File: src/rtl/aidan_mcnay_iter_divider_if.sv
// Divide stream interface between a requester (master) and the iterative
// divider (slave).
//   istream_*  : operand pair request, val/rdy handshake (master -> slave)
//   ostream_*  : quotient/remainder response, val/rdy handshake (slave -> master)
interface aidan_mcnay_iter_divider_if #(
  parameter int unsigned nbits = 16
);
  logic             istream_val;
  logic             istream_rdy;
  logic [nbits-1:0] istream_dividend;
  logic [nbits-1:0] istream_divisor;
  logic             ostream_val;
  logic             ostream_rdy;
  logic [nbits-1:0] ostream_quotient;
  logic [nbits-1:0] ostream_remainder;

  modport master (
    output istream_val, istream_dividend, istream_divisor, ostream_rdy,
    input  istream_rdy, ostream_val, ostream_quotient, ostream_remainder
  );

  modport slave (
    input  istream_val, istream_dividend, istream_divisor, ostream_rdy,
    output istream_rdy, ostream_val, ostream_quotient, ostream_remainder
  );
endinterface

File: src/rtl/aidan_mcnay_iter_divider.sv
// Iterative restoring unsigned divider, one quotient bit per cycle.
// Ports:
//   clk   : clock, all state updates on posedge
//   reset : synchronous, active-high reset
//   io    : divide stream interface (slave side)
//           istream_val/rdy + dividend/divisor in, ostream_val/rdy +
//           quotient/remainder out.
// A request accepted in cycle t produces ostream_val in cycle t+nbits+1.
// Divisor zero needs no special path: every trial subtraction succeeds, giving
// quotient all ones and remainder equal to the dividend.
module aidan_mcnay_iter_divider #(
  parameter int unsigned nbits = 16
) (
  input  logic                        clk,
  input  logic                        reset,
  aidan_mcnay_iter_divider_if.slave   io
);

  localparam int unsigned CW = $clog2(nbits + 1);

  typedef enum logic [1:0] {
    IDLE = 2'b00,
    CALC = 2'b01,
    DONE = 2'b10
  } state_t;

  state_t           state, state_next;
  logic [CW-1:0]    cnt, cnt_next;
  logic [nbits-1:0] quo, quo_next;
  logic [nbits-1:0] dvs, dvs_next;
  // The partial remainder is always below the divisor after a restore step,
  // so its (nbits+1)-th bit is always zero and is only materialised in the
  // shifted/trial values rather than stored.
  logic [nbits-1:0] rem, rem_next;
  logic [nbits:0]   shifted;
  logic [nbits:0]   trial;

  always_ff @(posedge clk) begin
    if (reset) state <= IDLE;
    else       state <= state_next;
  end

  always_ff @(posedge clk) begin
    if (reset) begin
      cnt <= '0;
      quo <= '0;
      rem <= '0;
      dvs <= '0;
    end else begin
      cnt <= cnt_next;
      quo <= quo_next;
      rem <= rem_next;
      dvs <= dvs_next;
    end
  end

  always_comb begin
    state_next     = state;
    cnt_next       = cnt;
    quo_next       = quo;
    rem_next       = rem;
    dvs_next       = dvs;
    io.istream_rdy = 1'b0;
    io.ostream_val = 1'b0;

    // {rem, quo} shifted left by one; the bit leaving quo enters rem.
    shifted = {rem, quo[nbits-1]};
    trial   = shifted - {1'b0, dvs};

    case (state)
      IDLE: begin
        io.istream_rdy = 1'b1;
        if (io.istream_val) begin
          quo_next   = io.istream_dividend;
          dvs_next   = io.istream_divisor;
          rem_next   = '0;
          cnt_next   = CW'(nbits);
          state_next = CALC;
        end
      end
      CALC: begin
        cnt_next = cnt - CW'(1);
        if (trial[nbits]) begin
          rem_next = shifted[nbits-1:0];
          quo_next = {quo[nbits-2:0], 1'b0};
        end else begin
          rem_next = trial[nbits-1:0];
          quo_next = {quo[nbits-2:0], 1'b1};
        end
        if (cnt == CW'(1)) state_next = DONE;
      end
      DONE: begin
        io.ostream_val = 1'b1;
        if (io.ostream_rdy) state_next = IDLE;
      end
      default: state_next = IDLE;
    endcase

    if (reset) begin
      io.istream_rdy = 1'b0;
      io.ostream_val = 1'b0;
    end
  end

  assign io.ostream_quotient  = quo;
  assign io.ostream_remainder = rem;

endmodule

File: src/flat_wrapper.sv
// flat-port wrapper written by rule: the top's interface ports become plain ports
module aidan_mcnay_iter_divider_flat 
#(
  parameter int unsigned nbits = 16
)
  (clk, reset, io_istream_val, io_istream_dividend, io_istream_divisor, io_ostream_rdy, io_istream_rdy, io_ostream_val, io_ostream_quotient, io_ostream_remainder);
  aidan_mcnay_iter_divider_if #(.nbits(nbits)) io_i ();
  input  logic clk;
  input  logic reset;
  input wire logic [$bits(io_i.istream_val)-1:0] io_istream_val;
  input wire logic [$bits(io_i.istream_dividend)-1:0] io_istream_dividend;
  input wire logic [$bits(io_i.istream_divisor)-1:0] io_istream_divisor;
  input wire logic [$bits(io_i.ostream_rdy)-1:0] io_ostream_rdy;
  output wire logic [$bits(io_i.istream_rdy)-1:0] io_istream_rdy;
  output wire logic [$bits(io_i.ostream_val)-1:0] io_ostream_val;
  output wire logic [$bits(io_i.ostream_quotient)-1:0] io_ostream_quotient;
  output wire logic [$bits(io_i.ostream_remainder)-1:0] io_ostream_remainder;
  assign io_i.istream_val = io_istream_val;
  assign io_i.istream_dividend = io_istream_dividend;
  assign io_i.istream_divisor = io_istream_divisor;
  assign io_i.ostream_rdy = io_ostream_rdy;
  assign io_istream_rdy = io_i.istream_rdy;
  assign io_ostream_val = io_i.ostream_val;
  assign io_ostream_quotient = io_i.ostream_quotient;
  assign io_ostream_remainder = io_i.ostream_remainder;
  aidan_mcnay_iter_divider #(.nbits(nbits)) u_core (.clk(clk), .reset(reset), .io(io_i));
endmodule
File: config.mk
export PLATFORM = sky130hd
export DESIGN_NAME = aidan_mcnay_iter_divider_flat
export DESIGN_NICKNAME = d
export VERILOG_FILES = /design/src/rtl/aidan_mcnay_iter_divider_if.sv /design/src/rtl/aidan_mcnay_iter_divider.sv /design/src/flat_wrapper.sv
export SDC_FILE = /design/constraint.sdc
export NUM_CORES = 1
export LEC_CHECK = 0
export CORE_MARGIN = 10
export CORE_UTILIZATION = 45
export CTS_BUF_LIST = sky130_fd_sc_hd__clkbuf_8
export DETAILED_ROUTE_END_ITERATION = 10
export MAX_ROUTING_LAYER = met4
export PLACE_DENSITY = 0.79
export SYNTH_ARGS = -nofsm -noshare
export SYNTH_HDL_FRONTEND = slang
export SYNTH_SLANG_ARGS = --single-unit
File: constraint.sdc
create_clock -name clk -period 3.4 [get_ports clk]
set_input_delay 0.68 -clock clk [delete_from_list [all_inputs] [get_ports clk]]
set_output_delay 0.68 -clock clk [all_outputs]
set_load 0.05 [all_outputs]
After elaboration in Yosys (flattened, before gate mapping):

Index checks and enable logic that the tools add are counted.

* register bits: 55
* bits of input ports: 36

* add/subtract/negate cells: 2
* equality and inequality tests: 6
* muxes and demuxes: 16
* reduce and logical (&&, ||, !) cells: 5

Operators by type and width (number)
* one-hot mux 16 bit (2 select lines): 2
* 2-to-1 mux 16 bit: 3
* subtractor 17 x 16 -> 17 bit: 1
* one-hot mux 5 bit (2 select lines): 1
* 2-to-1 mux 2 bit: 3
* one-hot mux 2 bit (3 select lines): 1
* == test 5 x 1 -> 1 bit (second input constant): 1
* 2-to-1 mux 1 bit: 5
* 2-to-1 mux 5 bit: 1
* subtractor 5 x 1 -> 5 bit (second input constant): 1
* inequality test 2 bit (second input constant): 2
* AND reduction 2 bit: 2
* AND reduction 3 bit: 1
* == test 2 x 1 -> 1 bit (second input constant): 1
* == test 2 bit (second input constant): 1
* logical NOT 2 bit: 1
* inequality test 2 x 1 -> 1 bit (second input constant): 1
* nonzero test 2 bit: 1

Logic depth before layout (Yosys ltp):

Gate-level depths: netlist of run 1.

* word-level depth: 3
* gate-level depth with buffers: 13
* mapped depth without buffers: 11

Least setup slack after synthesis of run 1:

No wires, ideal clock.

* kind: flip-flop to flip-flop
* from: register u_core.quo[15] (netlist: u_core.io.ostream_quotient[15])
* to: register u_core.rem[12] (netlist: u_core.io.ostream_remainder[12])
* setup time: 0.116 ns
* arrival time: 2.941 ns
* data required time: 3.284 ns
* setup slack: 0.343 ns
* cell stages (with the launch flop): 13
* period minus slack after synthesis: 3.057 ns
* path through: dfxtp_1 -> inv_1 -> ha_1 -> inv_1 -> fa_1 -> a211oi_2 -> o21ai_2 -> a31o_4 -> a311oi_4 -> mux2_4 -> buf_12 -> buf_12 -> a31o_2

* cells in the longest elaborated chain, start to end: 3

RTL lines
* start, declared: RTL line aidan_mcnay_iter_divider.sv:29 `logic [nbits-1:0] quo, quo_next;`
* start signal, assigned: RTL line aidan_mcnay_iter_divider.sv:51 `quo <= quo_next;`
* subtractor 17 x 16 -> 17 bit: RTL line aidan_mcnay_iter_divider.sv:68 `trial = shifted - {1'b0, dvs};`
* 2-to-1 mux 16 bit: RTL line aidan_mcnay_iter_divider.sv:83 `if (trial[nbits]) begin`
* one-hot mux 16 bit (2 select lines): RTL line aidan_mcnay_iter_divider.sv:70 `case (state)`
* end signal, assigned: RTL line aidan_mcnay_iter_divider.sv:52 `rem <= rem_next;`
* end, declared: RTL line aidan_mcnay_iter_divider.sv:34 `logic [nbits-1:0] rem, rem_next;`

No other way between the ends.
A chain may end at the register's enable or synchronous reset.

Final worst setup path of run 1:

* from: register u_core.quo[15] (netlist: u_core.io.ostream_quotient[15])
* to: register u_core.rem[15] (netlist: u_core.io.ostream_remainder[15])

Same word-level chain as after synthesis.

==> results of run 1 <==
cells by family after synthesis:
group | count (synthesis) | synth area share (%)
compound gates | 111 | 23.39
fa+ha+maj | 19 | 8.157
buf+inv | 37 | 5.701
xor+xnor | 15 | 4.370
flops | 55 | 36.62
simple gates | 113 | 16.27
mux | 16 | 5.493
state kept, by name (all words and copies together) (netlist names):
register / flops
u_core.io.ostream_quotient: 16
u_core.state: 2
u_core.cnt: 5
u_core.io.ostream_remainder: 16
u_core.dvs: 16
worst max-delay path: stages, from the launching register on:
cell,delay [ns]
dfxtp_1,0.33
inv_1,0.07
ha_1,0.15
inv_1,0.05
fa_1,0.42
a211oi_2,0.28
o21ai_2,0.11
a31o_4,0.27
a311oi_4,0.30
mux2_4,0.47
o2bb2a_1,0.32
o21ai_1,0.07
report_power, final:
part	internal (uW)	leakage [uW]	switching [uW]	total (uW)
clock network	148	0.0000408	227	375
registers	755	0.000450	109	865
logic	1150	0.000975	1450	2590
total	2050	0.00147	1780	3830
layout by cell type (no fill, tap or decap), types with 2 or more instances in the layout:
cell | synthesis | layout
nand2_1 | 71 | 71
clkdlybuf4s50_1 | 0 | 67
dfxtp_1 | 55 | 55
a21oi_1 | 44 | 44
inv_1 | 19 | 19
ha_1 | 18 | 18
nor2_1 | 17 | 17
o21ai_0 | 17 | 17
a22oi_1 | 17 | 17
mux2i_1 | 15 | 15
xor2_1 | 8 | 8
o21ai_1 | 8 | 8
xnor2_1 | 7 | 7
buf_4 | 0 | 7
nand2b_1 | 5 | 5
a21o_1 | 5 | 5
clkbuf_8 | 0 | 5
nor3_1 | 4 | 4
nor2b_1 | 4 | 4
o211ai_1 | 3 | 3
o21a_1 | 3 | 3
and2_1 | 2 | 2
and3_1 | 2 | 2
a31oi_1 | 2 | 2
nand3b_1 | 2 | 2
nand3_1 | 2 | 2
clkinvlp_4 | 0 | 2
buf_12 | 2 | 2
stage by stage:
stage                     power, uW  setup slack (ns)  util (%)  instances  hold slack [ns]
after floorplan                3191            0.3430         -        366           0.4363
after global placement         3386            0.5447     58.64        501           0.4438
after CTS                      3844            0.4806     60.08        509           0.4613
after detailed placement       3467            0.5053     58.64        501           0.4469
after global routing           4105            0.3219     60.08        509           0.4882
final                          3830            0.4773     60.08        509           0.4610
layer usage:
metal,vias to the layer above,global-route usage (%)
met1,1272,17.27
li1,1400,-
met4,0,3.410
met2,64,26.59
met5,-,-
met3,9,4.765
worst max-delay path by stage:
stage | cells past startpoint | to
global route | 11 | u_core.io.ostream_remainder[15]$_SDFFE_PP0P_
finish | 11 | u_core.io.ostream_remainder[15]$_SDFFE_PP0P_
CTS | 11 | u_core.io.ostream_remainder[0]$_SDFFE_PP0P_
global placement | 11 | u_core.io.ostream_remainder[0]$_SDFFE_PP0P_
floorplan | 12 | u_core.io.ostream_remainder[12]$_SDFFE_PP0P_
detailed placement | 11 | u_core.io.ostream_remainder[0]$_SDFFE_PP0P_
final cells by class:
class / instances / area [sq um]
tap: 77 / 96.34
clock inverter: 3 / 23.77
sequential: 55 / 1101
timing repair buffer: 76 / 763.2
clock buffer: 5 / 68.82
inverter: 19 / 71.32
fill: 576 / 2564
multi-input combinational: 274 / 1734
==> metrics.yaml, run 1 <==
run_status:
  status: "finished clean"
power:
  power.density_nw_per_um2: 992.7
  vdd_drop_max_v: 0.0006449
  power.leakage_uw: 0.001466
setup_path:
  r2r_start: "u_core.io.ostream_quotient[15]$_SDFFE_PP0P_"
  rrSetupSlack_ns: 0.48
  critPathLaunchType: "flop"
  worst-r2r-cell-count: 11
  crit_path_end_kind: "flop"
  reg2reg_to: "u_core.io.ostream_remainder[15]$_SDFFE_PP0P_"
  crit_fanout: 19
  crit_arrival_ns: 3.16
  crit_required_ns: 3.64
  crit_start: "u_core.io.ostream_quotient[15]$_SDFFE_PP0P_"
  critical_path_class: "reg2reg"
placement:
  post_dp_cell_area_sq_um: 3766
  dp_hpwl_microns: 5971
  portBuffers: 69
  gp_congestion: 0.9041
cts:
  hold_buffers: 0
  post_cts_resized: 0
  clock_sinks: 55
  cts_buffer_depth: 2
  cts_tree: "yes"
  clk_latency_ns: 0.31
  cts_buffers: 5
  cts_root_buf: "clkbuf_8"
  post_cts_buffers: 0
  cts_max_level: 2
  cts.clk_slew.worst_paths_ns: 0.11
logic_synthesis:
  synth_top_cell_by_area: "dfxtp_1"
  syn_nets: 421
  synth.most_common_cell: "nand2_1"
  ys_types: 43
  synthTopCellsByArea: "dfxtp_1 37%, nand2_1 8.9%, ha_1 7.5%, a21oi_1 7.3%, mux2i_1 5.0%"
  synth_common_cells: "71 x nand2_1, 55 x dfxtp_1, 44 x a21oi_1, 19 x inv_1, 18 x ha_1"
  synthArstFlopShare_pct: 0
  synth_edf_count: 0
  synth-seq-area-share_pct: 36.62
  syn_area_sq_um: 3007
  syn_avg_cell_area_sq_um: 8.215
  ys_ff_latch: 55
  synthCells: 366
  yosysTopAreaCellShare_pct: 36.62
  yosysWarnings: 0
  ys.flop_type: "dfxtp_1"
routing:
  wl_met3_microns: 503
  met2_length_microns: 3787
  post_drt_wl_per_cell_microns: 15.05
  drtPass1Iterations: 7
  top_layer: "met4"
  drcViolationCount: 0
  wl_met1_microns: 3288
  final_antenna_net_count: 0
  first_iter_violations: 173
  via_per_inst: 5.393
  detail_route.wirelength_microns: 7661
  via_count: 2745
sta:
  setup_violations: 0
  worstMarginPinSlew_ns: 0.6943
  hold_viol: 0
  final.setup.tns_ns: 0
  rsz0062_at_grt: "no"
  period_share_pct: 85.96
  relSlewSlack_pct: 53.60
  max_freq_mhz: 342.2
  period_minus_slack_ns: 2.923
  final_max_slew_viol_count: 0
  fin_skew_ns: 0.01151
global_routing:
  antenna_found_initial: 0
  grt_pass1_wl_microns: 12920
  grt-ovfl-total: 0
  first_global_vias: 2831
  grt_start_max_net_pins: 28
  grtUsageTotal_pct: 15.50
floorplanning:
  start_util_pct: 46.81
  core_sq_um: 6422
  num_io_pins: 70
  core.rowCount: 29
  die_h_microns: 101.7
  die_w_microns: 101.7
  dieArea_sq_um: 10350
layout:
  syn_to_final_growth_pct: 28.34
  layout.nets: 486
  drive_gt1_share_pct: 5.787
  fin_area_sq_um: 3859
  antenna_cells: 0
hold_path:
  hold_class: "reg2reg"
  whs_endpoint: "u_core.dvs[5]$_SDFFE_PP0P_"
  hold_start: "u_core.dvs[5]$_SDFFE_PP0P_"
  whs_path_depth: 2
flow_run:
  cap_violations: 0
Power figures use the tool's default switching activity.
==> run 2, diff against run 1 <==
Settings changed: PLACE_DENSITY 0.79 to 0.77.
==> run 2 against run 1 <==
Register-to-register slack barely moved. Core utilization fell by 0.43 points. Largest cell class unchanged. Worst hold slack got worse by 0.0012 ns. Clock skew fell by 0.0017 ns. First-iteration DRC count fell by 32%. Non-clock buffer count fell by 3. Sequential cell count did not move. Clock power fell by 2%. Critical path type unchanged. Via count fell by 0.62%. Global-route usage rose by 0.14 points.
==> metrics.yaml, run 2 (same netlist as run 1, synthesis figures left out) <==
layout:
  mostFrequentLayoutCell: "nand2_1"
  syn_to_final_growth_pct: 27.42
  drive_gt1_share_pct: 4.907
  layout.nets: 483
  fin_area_sq_um: 3831
  layout_common_cells: "71 x nand2_1, 67 x clkdlybuf4s50_1, 55 x dfxtp_1"
  antenna_cells: 0
  post-route-util_pct: 59.65
  fillers: 581
cts:
  cts_root_buf: "clkbuf_8"
  cts_buffers: 5
  cts_buffer_depth: 2
  cts_max_level: 2
  post_cts_resized: 0
  post_cts_buffers: 0
  hold_buffers: 0
  clock_sinks: 55
  clk_latency_ns: 0.31
  cts.clk_slew.worst_paths_ns: 0.09
  cts_tree: "yes"
floorplanning:
  core_sq_um: 6422
  core.rowCount: 29
  start_util_pct: 46.81
  die_h_microns: 101.7
  die_w_microns: 101.7
  dieArea_sq_um: 10350
  num_io_pins: 70
placement:
  gp_congestion: 0.9009
  post_dp_cell_area_sq_um: 3744
  place_ws_ns: 0.5029
  dp_hpwl_microns: 5868
  portBuffers: 69
hold_path:
  whs_endpoint: "u_core.dvs[5]$_SDFFE_PP0P_"
  hold_start: "u_core.dvs[5]$_SDFFE_PP0P_"
  hold_class: "reg2reg"
  whs_path_depth: 2
sta:
  relSlewSlack_pct: 28.85
  fin_ws_ns: 0.4830
  final.setup.tns_ns: 0
  final_max_slew_viol_count: 0
  worstMarginPinSlew_ns: 1.063
  fin_skew_ns: 0.009854
  period_share_pct: 85.79
  max_freq_mhz: 342.8
  setup_violations: 0
  hold_viol: 0
  period_minus_slack_ns: 2.917
  rsz0062_at_grt: "no"
routing:
  drtPass1Iterations: 4
  post_drt_wl_per_cell_microns: 15.42
  drcViolationCount: 0
  via_per_inst: 5.402
  detail_route.wirelength_microns: 7786
  via_count: 2728
  final_antenna_net_count: 0
  first_iter_violations: 118
run_status:
  status: "finished clean"
global_routing:
  grt_start_max_net_pins: 35
  grt-ovfl-total: 0
  grtUsageTotal_pct: 15.64
  first_global_vias: 2877
  antenna_found_initial: 0
  grt_pass1_wl_microns: 12960
setup_path:
  crit_family: "compound AO/OA/AOI/OAI gates"
  reg2reg_to: "u_core.io.ostream_remainder[0]$_SDFFE_PP0P_"
  crit_required_ns: 3.61
  critPathBufInv: 2
  r2r_start: "u_core.io.ostream_quotient[15]$_SDFFE_PP0P_"
  critPathLaunchType: "flop"
  crit_fanout: 19
  crit_path_end_kind: "flop"
  critPathMostFrequentCell: "inv_1"
  critPathSlowestCell: "mux2_4"
  max_stage_delay_ns: 0.47
  crit_arrival_ns: 3.12
  path_cells: "inv_1, ha_1, inv_1, fa_1, a211oi_2, o21ai_2, a31o_4, a311oi_4, mux2_4, mux2i_1, a22o_1"
  critical_path_class: "reg2reg"
  rrSetupSlack_ns: 0.48
  worst-r2r-cell-count: 11
power:
  vdd_drop_max_v: 0.0006810
  p_int_uw: 2056
  clkPwrFrac_pct: 9.7
  switchingPower_uw: 1757
  swShare_pct: 46.08
  seqPwrFrac_pct: 22.7
  combPwrFrac_pct: 67.6
  power.density_nw_per_um2: 995.4
  power.leakage_uw: 0.001458
flow_run:
  cap_violations: 0
[run 2: changes by cell type in the layout (fill, tap and decap cells not counted)]
| cell | delta |
|---|---|
| inv_6 | -1 |
| buf_4 | -3 |
| clkbuf_8 | +1 |
| clkinvlp_4 | -2 |
| clkinv_2 | +1 |
[run 2: routing by layer]
metal	track usage (%)	vias to the layer above	share of wire [%]
met5	-	-	0
li1	-	1388	-
met3	4.833	6	5.8
met2	27.14	56	50
met1	17.07	1278	44
met4	3.740	0	0.51
[run 2: cell type report]
class	count	area, sq um	area share (%)
Clock inverter	1	5.005	0.1306
Timing Repair Buffer	73	740.7	19.33
Tap cell	77	96.34	2.515
Sequential cell	55	1101	28.74
Multi-Input combinational cell	274	1734	45.26
Inverter	19	71.32	1.862
Clock buffer	6	82.58	2.155
[run 2: worst max-delay path by stage]
| stage | start | endpoint | slack (ns) | depth (start not counted) |
|---|---|---|---|---|
| 2_1_floorplan | u_core.io.ostream_quotient[15]$_SDFFE_PP0P_ | u_core.io.ostream_remainder[12]$_SDFFE_PP0P_ | 0.34 | 12 |
| 3_3_place_gp | u_core.io.ostream_quotient[15]$_SDFFE_PP0P_ | u_core.io.ostream_remainder[0]$_SDFFE_PP0P_ | 0.54 | 11 |
| 3_5_place_dp | u_core.io.ostream_quotient[15]$_SDFFE_PP0P_ | u_core.io.ostream_remainder[0]$_SDFFE_PP0P_ | 0.50 | 11 |
| 4_1_cts | u_core.io.ostream_quotient[15]$_SDFFE_PP0P_ | u_core.io.ostream_remainder[15]$_SDFFE_PP0P_ | 0.48 | 11 |
| 5_1_grt | u_core.io.ostream_quotient[15]$_SDFFE_PP0P_ | u_core.io.ostream_remainder[3]$_SDFFE_PP0P_ | 0.36 | 11 |
| 6_report | u_core.io.ostream_quotient[15]$_SDFFE_PP0P_ | u_core.io.ostream_remainder[0]$_SDFFE_PP0P_ | 0.48 | 11 |
[run 2: power by group through the flow]
stage | clock (uW) | sequential (uW) | combinational (uW)
finish | 369 | 866 | 2580
global route | 400 | 885 | 2810
CTS | 370 | 868 | 2570
detailed placement | 0 | 883 | 2560
global placement | 0 | 877 | 2510
floorplan | 0 | 1170 | 2030
[run 2: worst reg2reg max path, cell delays in order (launching register included)]
cell	delay [ns]
dfxtp_1	0.33
inv_1	0.07
ha_1	0.15
inv_1	0.06
fa_1	0.42
a211oi_2	0.27
o21ai_2	0.11
a31o_4	0.27
a311oi_4	0.30
mux2_4	0.47
mux2i_1	0.17
a22o_1	0.20
[run 2: per-stage QoR]
stage / hold WS, ns / power (uW) / std cells
final: 0.4597 / 3814 / 505
after global routing: 0.4840 / 4100 / 505
after CTS: 0.4604 / 3812 / 505
after detailed placement: 0.4479 / 3447 / 498
after global placement: 0.4450 / 3385 / 498
after floorplan: 0.4363 / 3191 / 366
==> run 3, diff against run 2 <==
Settings changed: GPL_ROUTABILITY_DRIVEN set to 0, HOLD_SLACK_MARGIN set to 0.15.
==> results of run 3 <==
Same layout as run 2: the final DEF is identical, and so are final timing and power.
